[src/rtl/wb_regfile_pkg.sv]
// Shared constants and types for the write-back register file.
// Widths, enable levels and the reset/bubble values live here.
package wb_regfile_pkg;

  localparam int REG_BUS_W  = 32;
  localparam int REG_ADDR_W = 5;
  localparam int REG_NUM    = 32;

  localparam logic RST_ENABLE    = 1'b1;
  localparam logic WRITE_ENABLE  = 1'b1;
  localparam logic WRITE_DISABLE = 1'b0;
  localparam logic READ_ENABLE   = 1'b1;
  localparam logic READ_DISABLE  = 1'b0;

  localparam logic [REG_BUS_W-1:0]  ZERO_WORD    = '0;
  localparam logic [REG_ADDR_W-1:0] NOP_REG_ADDR = '0;

  typedef logic [REG_BUS_W-1:0]  reg_bus_t;
  typedef logic [REG_ADDR_W-1:0] reg_addr_t;

endpackage

[src/rtl/wb_regfile_hilo_reg.sv]
// HI/LO pair: both halves always written together, with a combinational
// bypass so the value being written back is visible in the same cycle.
module hilo_reg
  import wb_regfile_pkg::*;
#(
  parameter int REG_WIDTH = REG_BUS_W
) (
  input  logic                 clk,
  input  logic                 rst,
  input  logic                 we,
  input  logic [REG_WIDTH-1:0] hi_i,
  input  logic [REG_WIDTH-1:0] lo_i,
  output logic [REG_WIDTH-1:0] hi_o,
  output logic [REG_WIDTH-1:0] lo_o
);

  logic [REG_WIDTH-1:0] hi_q;
  logic [REG_WIDTH-1:0] hi_d;
  logic [REG_WIDTH-1:0] lo_q;
  logic [REG_WIDTH-1:0] lo_d;

  always_comb begin
    hi_d = hi_q;
    lo_d = lo_q;
    if (we == WRITE_ENABLE) begin
      hi_d = hi_i;
      lo_d = lo_i;
    end
  end

  always_ff @(posedge clk) begin
    if (rst == RST_ENABLE) begin
      hi_q <= REG_WIDTH'(ZERO_WORD);
      lo_q <= REG_WIDTH'(ZERO_WORD);
    end else begin
      hi_q <= hi_d;
      lo_q <= lo_d;
    end
  end

  // Reset forces zero outputs; otherwise the pending write wins over storage.
  always_comb begin
    hi_o = hi_q;
    lo_o = lo_q;
    if (rst == RST_ENABLE) begin
      hi_o = REG_WIDTH'(ZERO_WORD);
      lo_o = REG_WIDTH'(ZERO_WORD);
    end else if (we == WRITE_ENABLE) begin
      hi_o = hi_i;
      lo_o = lo_i;
    end
  end

endmodule

[src/rtl/wb_regfile.sv]
// Write-back register file: GPR array with two bypassed read ports for ID,
// plus the HI/LO pair for EX. r0 is not stored and always reads zero.
module wb_regfile
  import wb_regfile_pkg::*;
#(
  parameter int REG_WIDTH  = REG_BUS_W,
  parameter int REG_NUM    = wb_regfile_pkg::REG_NUM,
  parameter int ADDR_WIDTH = REG_ADDR_W
) (
  input  logic                  clk,
  input  logic                  rst,
  input  logic [ADDR_WIDTH-1:0] wb_waddr,
  input  logic                  wb_we,
  input  logic [REG_WIDTH-1:0]  wb_wdata,
  input  logic                  wb_whilo,
  input  logic [REG_WIDTH-1:0]  wb_hi,
  input  logic [REG_WIDTH-1:0]  wb_lo,
  input  logic                  re1,
  input  logic [ADDR_WIDTH-1:0] raddr1,
  output logic [REG_WIDTH-1:0]  rdata1,
  input  logic                  re2,
  input  logic [ADDR_WIDTH-1:0] raddr2,
  output logic [REG_WIDTH-1:0]  rdata2,
  output logic [REG_WIDTH-1:0]  hi_o,
  output logic [REG_WIDTH-1:0]  lo_o
);

  logic [REG_WIDTH-1:0]  gpr_q  [1:REG_NUM-1];
  logic [REG_WIDTH-1:0]  gpr_d  [1:REG_NUM-1];
  logic [REG_WIDTH-1:0]  gpr_rd [REG_NUM];

  logic                  re_v    [2];
  logic [ADDR_WIDTH-1:0] raddr_v [2];
  logic [REG_WIDTH-1:0]  rdata_v [2];

  always_comb begin
    for (int i = 1; i < REG_NUM; i++) begin
      gpr_d[i] = gpr_q[i];
      if (wb_we == WRITE_ENABLE && wb_waddr == ADDR_WIDTH'(i)) begin
        gpr_d[i] = wb_wdata;
      end
    end
  end

  always_ff @(posedge clk) begin
    if (rst == RST_ENABLE) begin
      for (int i = 1; i < REG_NUM; i++) begin
        gpr_q[i] <= REG_WIDTH'(ZERO_WORD);
      end
    end else begin
      for (int i = 1; i < REG_NUM; i++) begin
        gpr_q[i] <= gpr_d[i];
      end
    end
  end

  // Flat read view with r0 tied to zero, so the read muxes need no range guard.
  genvar gi;
  generate
    for (gi = 0; gi < REG_NUM; gi++) begin : g_rd_view
      if (gi == 0) begin : g_zero
        assign gpr_rd[gi] = REG_WIDTH'(ZERO_WORD);
      end else begin : g_reg
        assign gpr_rd[gi] = gpr_q[gi];
      end
    end
  endgenerate

  assign re_v[0]    = re1;
  assign re_v[1]    = re2;
  assign raddr_v[0] = raddr1;
  assign raddr_v[1] = raddr2;
  assign rdata1     = rdata_v[0];
  assign rdata2     = rdata_v[1];

  generate
    for (gi = 0; gi < 2; gi++) begin : g_rport
      always_comb begin
        rdata_v[gi] = gpr_rd[raddr_v[gi]];
        if (rst == RST_ENABLE) begin
          rdata_v[gi] = REG_WIDTH'(ZERO_WORD);
        end else if (re_v[gi] == READ_DISABLE) begin
          rdata_v[gi] = REG_WIDTH'(ZERO_WORD);
        end else if (raddr_v[gi] == ADDR_WIDTH'(NOP_REG_ADDR)) begin
          rdata_v[gi] = REG_WIDTH'(ZERO_WORD);
        end else if (wb_we == WRITE_ENABLE && wb_waddr == raddr_v[gi]) begin
          rdata_v[gi] = wb_wdata;
        end
      end
    end
  endgenerate

  hilo_reg #(
    .REG_WIDTH (REG_WIDTH)
  ) u_hilo_reg (
    .clk  (clk),
    .rst  (rst),
    .we   (wb_whilo),
    .hi_i (wb_hi),
    .lo_i (wb_lo),
    .hi_o (hi_o),
    .lo_o (lo_o)
  );

endmodule

[config.mk]
export PLATFORM = sky130hd
export DESIGN_NAME = wb_regfile
export DESIGN_NICKNAME = d
export VERILOG_FILES = /design/src/rtl/wb_regfile_pkg.sv /design/src/rtl/wb_regfile_hilo_reg.sv /design/src/rtl/wb_regfile.sv
export SDC_FILE = /design/constraint.sdc
export NUM_CORES = 2
export LEC_CHECK = 0
export BUFFER_PORTS_ARGS = -buffer_cell sky130_fd_sc_hd__buf_2
export CAP_MARGIN = 20
export CORE_MARGIN = 10
export CORE_UTILIZATION = 55
export DETAILED_ROUTE_END_ITERATION = 7
export PLACE_DENSITY = 0.73
export SYNTH_ARGS = -nofsm -noshare
export SYNTH_HDL_FRONTEND = slang
export SYNTH_SLANG_ARGS = --single-unit
[constraint.sdc]
create_clock -name clk -period 2.75 [get_ports clk]
set_input_delay 0.4125 -clock clk [delete_from_list [all_inputs] [get_ports clk]]
set_output_delay 0.4125 -clock clk [all_outputs]
set_load 0.02 [all_outputs]
After elaboration in Yosys (flattened, before gate mapping). Memory sizes are Yosys's and may differ from the RTL's. Index checks and enable logic that the tools add are counted.

$lt $le $gt $ge: 2. Eq/ne operators: 33. Muxes and demuxes: 83. Bitwise logic cells: 33. Reduce and logical (&&, ||, !) cells: 35.

Operators with widths (number): 2-to-1 mux 32 bit (78); binary-select mux 32 bit (select 5 bit) (2); equality test 5 bit (second input constant) (16); equality test 5 x 4 -> 1 bit (second input constant) (8); logical AND 1 bit (33); bitwise OR 1 bit (31); equality test 5 x 3 -> 1 bit (second input constant) (4); greater-or-equal comparator 6 bit (second input constant) (2); NOT 5 -> 6 bit (2); equality test 5 x 2 -> 1 bit (second input constant) (2); equality test 5 bit (2); logical NOT 5 bit (2); equality test 5 x 1 -> 1 bit (second input constant) (1); 2-to-1 mux 1 bit (3).

Bits in registers: 64. RAM bits: 992. Input bits: 117. Output and inout port bits: 128. Word-level logic and storage cells: 189. Memories: 1.

Memory list: gpr_q (depth 31, width 32, read ports 31, clocked after memory_dff 0, write ports 31, RTL line wb_regfile.sv:28) `logic [REG_WIDTH-1:0] gpr_q [1:REG_NUM-1];`.

Longest topological paths before layout.
Word-level depth: 8. Gate-level depth with buffers: 9. Depth with buffers taken out: 5.

By module. Synthesis repeated with hierarchy kept, for this count alone.

Cells, all modules: 6403. Area total of the unflattened synthesis: 53761.6 um2.

By module, submodules not included: wb_regfile (instances 1, cells an instance 6197, area each 51470.6 um2, seq. area each 19859.0 um2); hilo_reg (instances 1, cells an instance 206, area each 2290.9 um2, seq. area each 1281.2 um2).

Least setup slack after synthesis. OpenSTA, ideal clock, no wires.

Path kind: in2out. Start: input port raddr1[0]. End: output port rdata1[10]. Data arrival time: 2009 ps. Required time: 2338 ps. Path slack: 328 ps. Stages on the path: 9. Buffers on the path: 5. Path through: buf_6 buf_12 buf_12 xor2_1 nor4_2 nand3_2 buf_6 buf_2 a31oi_1.

Word-level cells in the longest chain between the ends: 8. Elaborated cells on any way between the ends: 11. Classes of those cells: eq/ne (1); mux (7); bitwise (1); reduce/logical (2).

RTL lines: start, declared (RTL line wb_regfile.sv:19) `input logic [ADDR_WIDTH-1:0] raddr1,`; NOT 5 -> 6 bit (not written as such) (RTL line wb_regfile.sv:79) `rdata_v[gi] = gpr_rd[raddr_v[gi]];`; binary-select mux 32 bit (select 5 bit) (RTL line wb_regfile.sv:79); 2-to-1 mux 32 bit (not written as such) (2 in a row) (RTL line wb_regfile.sv:79); 2-to-1 mux 32 bit (RTL line wb_regfile.sv:86) `end else if (wb_we == WRITE_ENABLE && wb_waddr == raddr_v[gi]) begin`; 2-to-1 mux 32 bit * (RTL line wb_regfile.sv:84) `end else if (raddr_v[gi] == ADDR_WIDTH'(NOP_REG_ADDR)) begin`; 2-to-1 mux 32 bit * (RTL line wb_regfile.sv:82) `end else if (re_v[gi] == READ_DISABLE) begin`; 2-to-1 mux 32 bit * (RTL line wb_regfile.sv:80) `if (rst == RST_ENABLE) begin`; end, declared (RTL line wb_regfile.sv:20) `output logic [REG_WIDTH-1:0] rdata1,`.

Every way passes the cells marked *; elsewhere a longest branch is shown, timed or not. The select of a mux whose other input is x is not followed.

==> metrics.md <==
| Metric | Value |
|---|---|
| Status | finished with violations |
| Failing checks | design-rule violations, negative setup slack |
| Number of synthesized flops with an enable pin | 0 |
| Main area contributors after synthesis | dfxtp_1, mux4_2, nand2_1, a21oi_1, mux2i_1 |
| First-pass GRT wire length | 315,000 um |
| Clock sinks | 1,056 |
| Critical Path End | rdata2[24] |
| Routed Antenna Nets | 0 |
| Top-count cell post-synth | nand2_1 |
| Filler Cells Inserted | 6,829 |
| Period Utilization, post-route | 118% |
| Worst R2R End | u_hilo_reg.hi_q[8] |
| RePlAce Congestion | 0.985 |
| Vias in the first global route | 50,600 |
| CTS max path bufs | 3 |
| Via-to-Cell Ratio | 6.75 |
| Pin count of the biggest net entering global routing | 207 |
| TritonCTS buffer count | 107 |
| Area delta synth->final | 23.7% |
| Commonest cells post-synth | nand2_1, dfxtp_1, a21oi_1, mux4_2, clkbuf_1 |
| CP Max Fanout | 3 |
| Yosys cell types | 49 |
| Reg2Reg Depth | 2 |
| Crit Path Category | reg -> out |
| Gr usage total | 37.0% |
| CP required | 2340 ps |
| Worst skew pair latency | 700 ps |
| CTS tree | built |
| Post-synth ARST share | 0% |
| CP Launch Type | flip-flop |
| Starting DRT DRC Count | 8,181 |
| DR vias | 52,500 |
| P_sw | 9.10 mW |
| Dpl cells | 7,490 |
| Num ports | 245 |
| Final Critical Period | 3250 ps |
| Pre-Repair DR Iteration Count | 8 |
| Final Hold Viols | 0 |
| Syn Std Cell Area | 53,400 um^2 |
| Fmax | 308 MHz |
| Std-Cell Rows | 114 |
| Clk network pwr share | 44.2% |
| Area after DPL | 59,100 um^2 |
| Hpwl dp | 137,000 um |
| Grt total ovfl | 0 |
| Clock skew | 0 ps |
| Post-route setup slack | -498 ps |
| Die ar. | 110,000 um^2 |
| WL final | 218,000 um |
| Core area | 96,600 um^2 |
| IO buf count | 244 |
| Slew @ Worst Pin | 1000 ps |
| Maxcap violations | 0 |
| Seq/Total Area, Yosys | 39.6% |
| Routed WL per cell | 28.1 um |
| Sw Ratio | 25.9% |
| Clk slew on worst S/H paths | 70 ps |
| Maximum vdd drop | 0.000489 V |
| Yosys top cell by area | dfxtp_1 |
| Place WS | -555 ps |
| Final Setup Violations | 62 |
| Final nets | 6,525 |
| CP Capture Type | output port |
| Reg-to-Reg Start | u_hilo_reg.hi_q[8] |
| Pins over their slew limit | 0 |
| Post-route insts no fill | 7,774 |
| Synthesis Warnings | 0 |
| Register share of total power | 44.3% |
| R2r setup slk | 1980 ps |
| Root buf cell | clkbuf_16 |
| Die H | 332 um |
| Power Total | 35.1 mW |
| Unrepaired setup endpoints after global routing | yes |
| Top-area cell type share of the netlist area | 39.6% |
| Arr. time, crit path | 2840 ps |
| Headroom to the max-slew limit | 33.3% |
| Die W | 332 um |
| Internal power | 26.0 mW |
| Worst hold-check path type | in -> reg |
| Initial antenna violation count | 8 |
| Fin util | 68.4% |
| Post-Syn Nets | 6,212 |
| Post-synthesis cell count | 6,095 |
| P_leak | 23.0 nW |
| Layout cells sized above 1 | 28.8% |
| Worst Hold Depth | 3 |
| H-tree depth | 3 |
| DRC viols | 1 |
| Comb pwr share | 11.5% |
| Power density over cell area | 532 nW/um^2 |
| Final Cell Area | 66,100 um^2 |
| Initial Util | 55.3% |
| Synth Register Bits | 1,056 |
| Avg Inst Size Synth | 8.77 um^2 |
| Crit path from | gpr_q[0][856] |
| Most used DFF post-synth | dfxtp_1 |
-- through the flow --
step	TNS (ps)	hold WS (ps)
2_1_floorplan	0	442
3_3_place_gp	-10260	448
3_5_place_dp	-10960	455
4_1_cts	-5240	0.429
5_1_grt	-9850	22.4
6_report	-8230	15.0
-- critical path, cell delays in order, from the launching register on --
cell      delay, ps
dfxtp_1         330
mux4_2          460
mux2_4          270
o211ai_1        590
a31oi_4         280
buf_6           210
-- cell usage in the layout (no fill, tap or decap), drive strengths merged, types with 13 or more instances in the layout --
cell type / instances
or3: 20
a221oi: 44
o22ai: 39
nand2: 2074
mux4: 429
dlygate4sd3: 29
mux2: 96
a22oi: 32
o221ai: 31
nor2: 128
nor3: 43
buf: 813
clkinv: 17
mux2i: 179
a211oi: 19
a2111oi: 13
o21ai: 72
o211ai: 44
a21oi: 992
clkbuf: 167
a31oi: 52
a22o: 19
dfxtp: 1056
-- what timing repair did --
item                                    CTS  global route
setup buffers                            37            28
pin swaps                               120            92
hold buffers                             29             0
gates cloned                              4             5
endpoints found under the setup margin   64            64
resized for setup                       394           227
hold endpoints to repair                 38             0
-- logic make-up after synthesis --
logic type                Yosys count  share of synthesized area (%)
buffers and inverters             645                           5.53
muxes                             704                           23.5
and+or+nand+nor                  2310                           16.9
xor gates and xnor gates           10                          0.164
DFF                              1056                           39.6
AOI/OAI and AO/OA                1370                           14.4
-- final cells by class --
type                    count  area (um^2)  share of cell area (%)
clock inverters            35          505                   0.765
clock buffers             163         3200                    4.84
flip-flops and latches   1056        21300                    32.2
diodes                      1         2.50                 0.00379
repair buffers            848         8440                    12.8
well taps                1276         1600                    2.42
inverters                   1         3.75                 0.00568
multi-input cells        4394        31000                    47.0
-- flip-flops by register name, summed over array words and instances, names as in the netlist --
signal	flops
u_hilo_reg.lo_q	32
gpr_q	992
u_hilo_reg.hi_q	32
-- per-layer routing --
| metal | vias up | global-route usage [%] | wire (um) |
|---|---|---|---|
| met5 | - | 0 | 101 |
| met4 | 12 | 24.4 | 18300 |
| met3 | 1408 | 14.1 | 36600 |
| met2 | 4499 | 55.3 | 92200 |
| met1 | 24600 | 44.2 | 71000 |
| li1 | 22000 | - | - |
-- power by group through the flow --
stage | logic (mW) | registers, mW | clock network [mW]
3_5_place_dp | 3.50 | 15.9 | 0
2_1_floorplan | 1.97 | 15.9 | 0
4_1_cts | 3.75 | 15.5 | 15.5
5_1_grt | 4.13 | 15.6 | 16.0
3_3_place_gp | 3.47 | 15.9 | 0
6_report | 4.05 | 15.6 | 15.5
-- worst min-delay path by stage --
stage	startpoint	endpoint	slack (ps)
3_3_place_gp	gpr_q[0][220]	gpr_q[0][220]	450
3_5_place_dp	gpr_q[0][458]	gpr_q[0][458]	460
6_report	wb_hi[27]	u_hilo_reg.hi_q[27]	20
4_1_cts	wb_hi[26]	u_hilo_reg.hi_q[26]	0.4
5_1_grt	wb_hi[23]	u_hilo_reg.hi_q[23]	20
2_1_floorplan	gpr_q[0][101]	gpr_q[0][101]	440
Power figures use the tool's default switching activity.
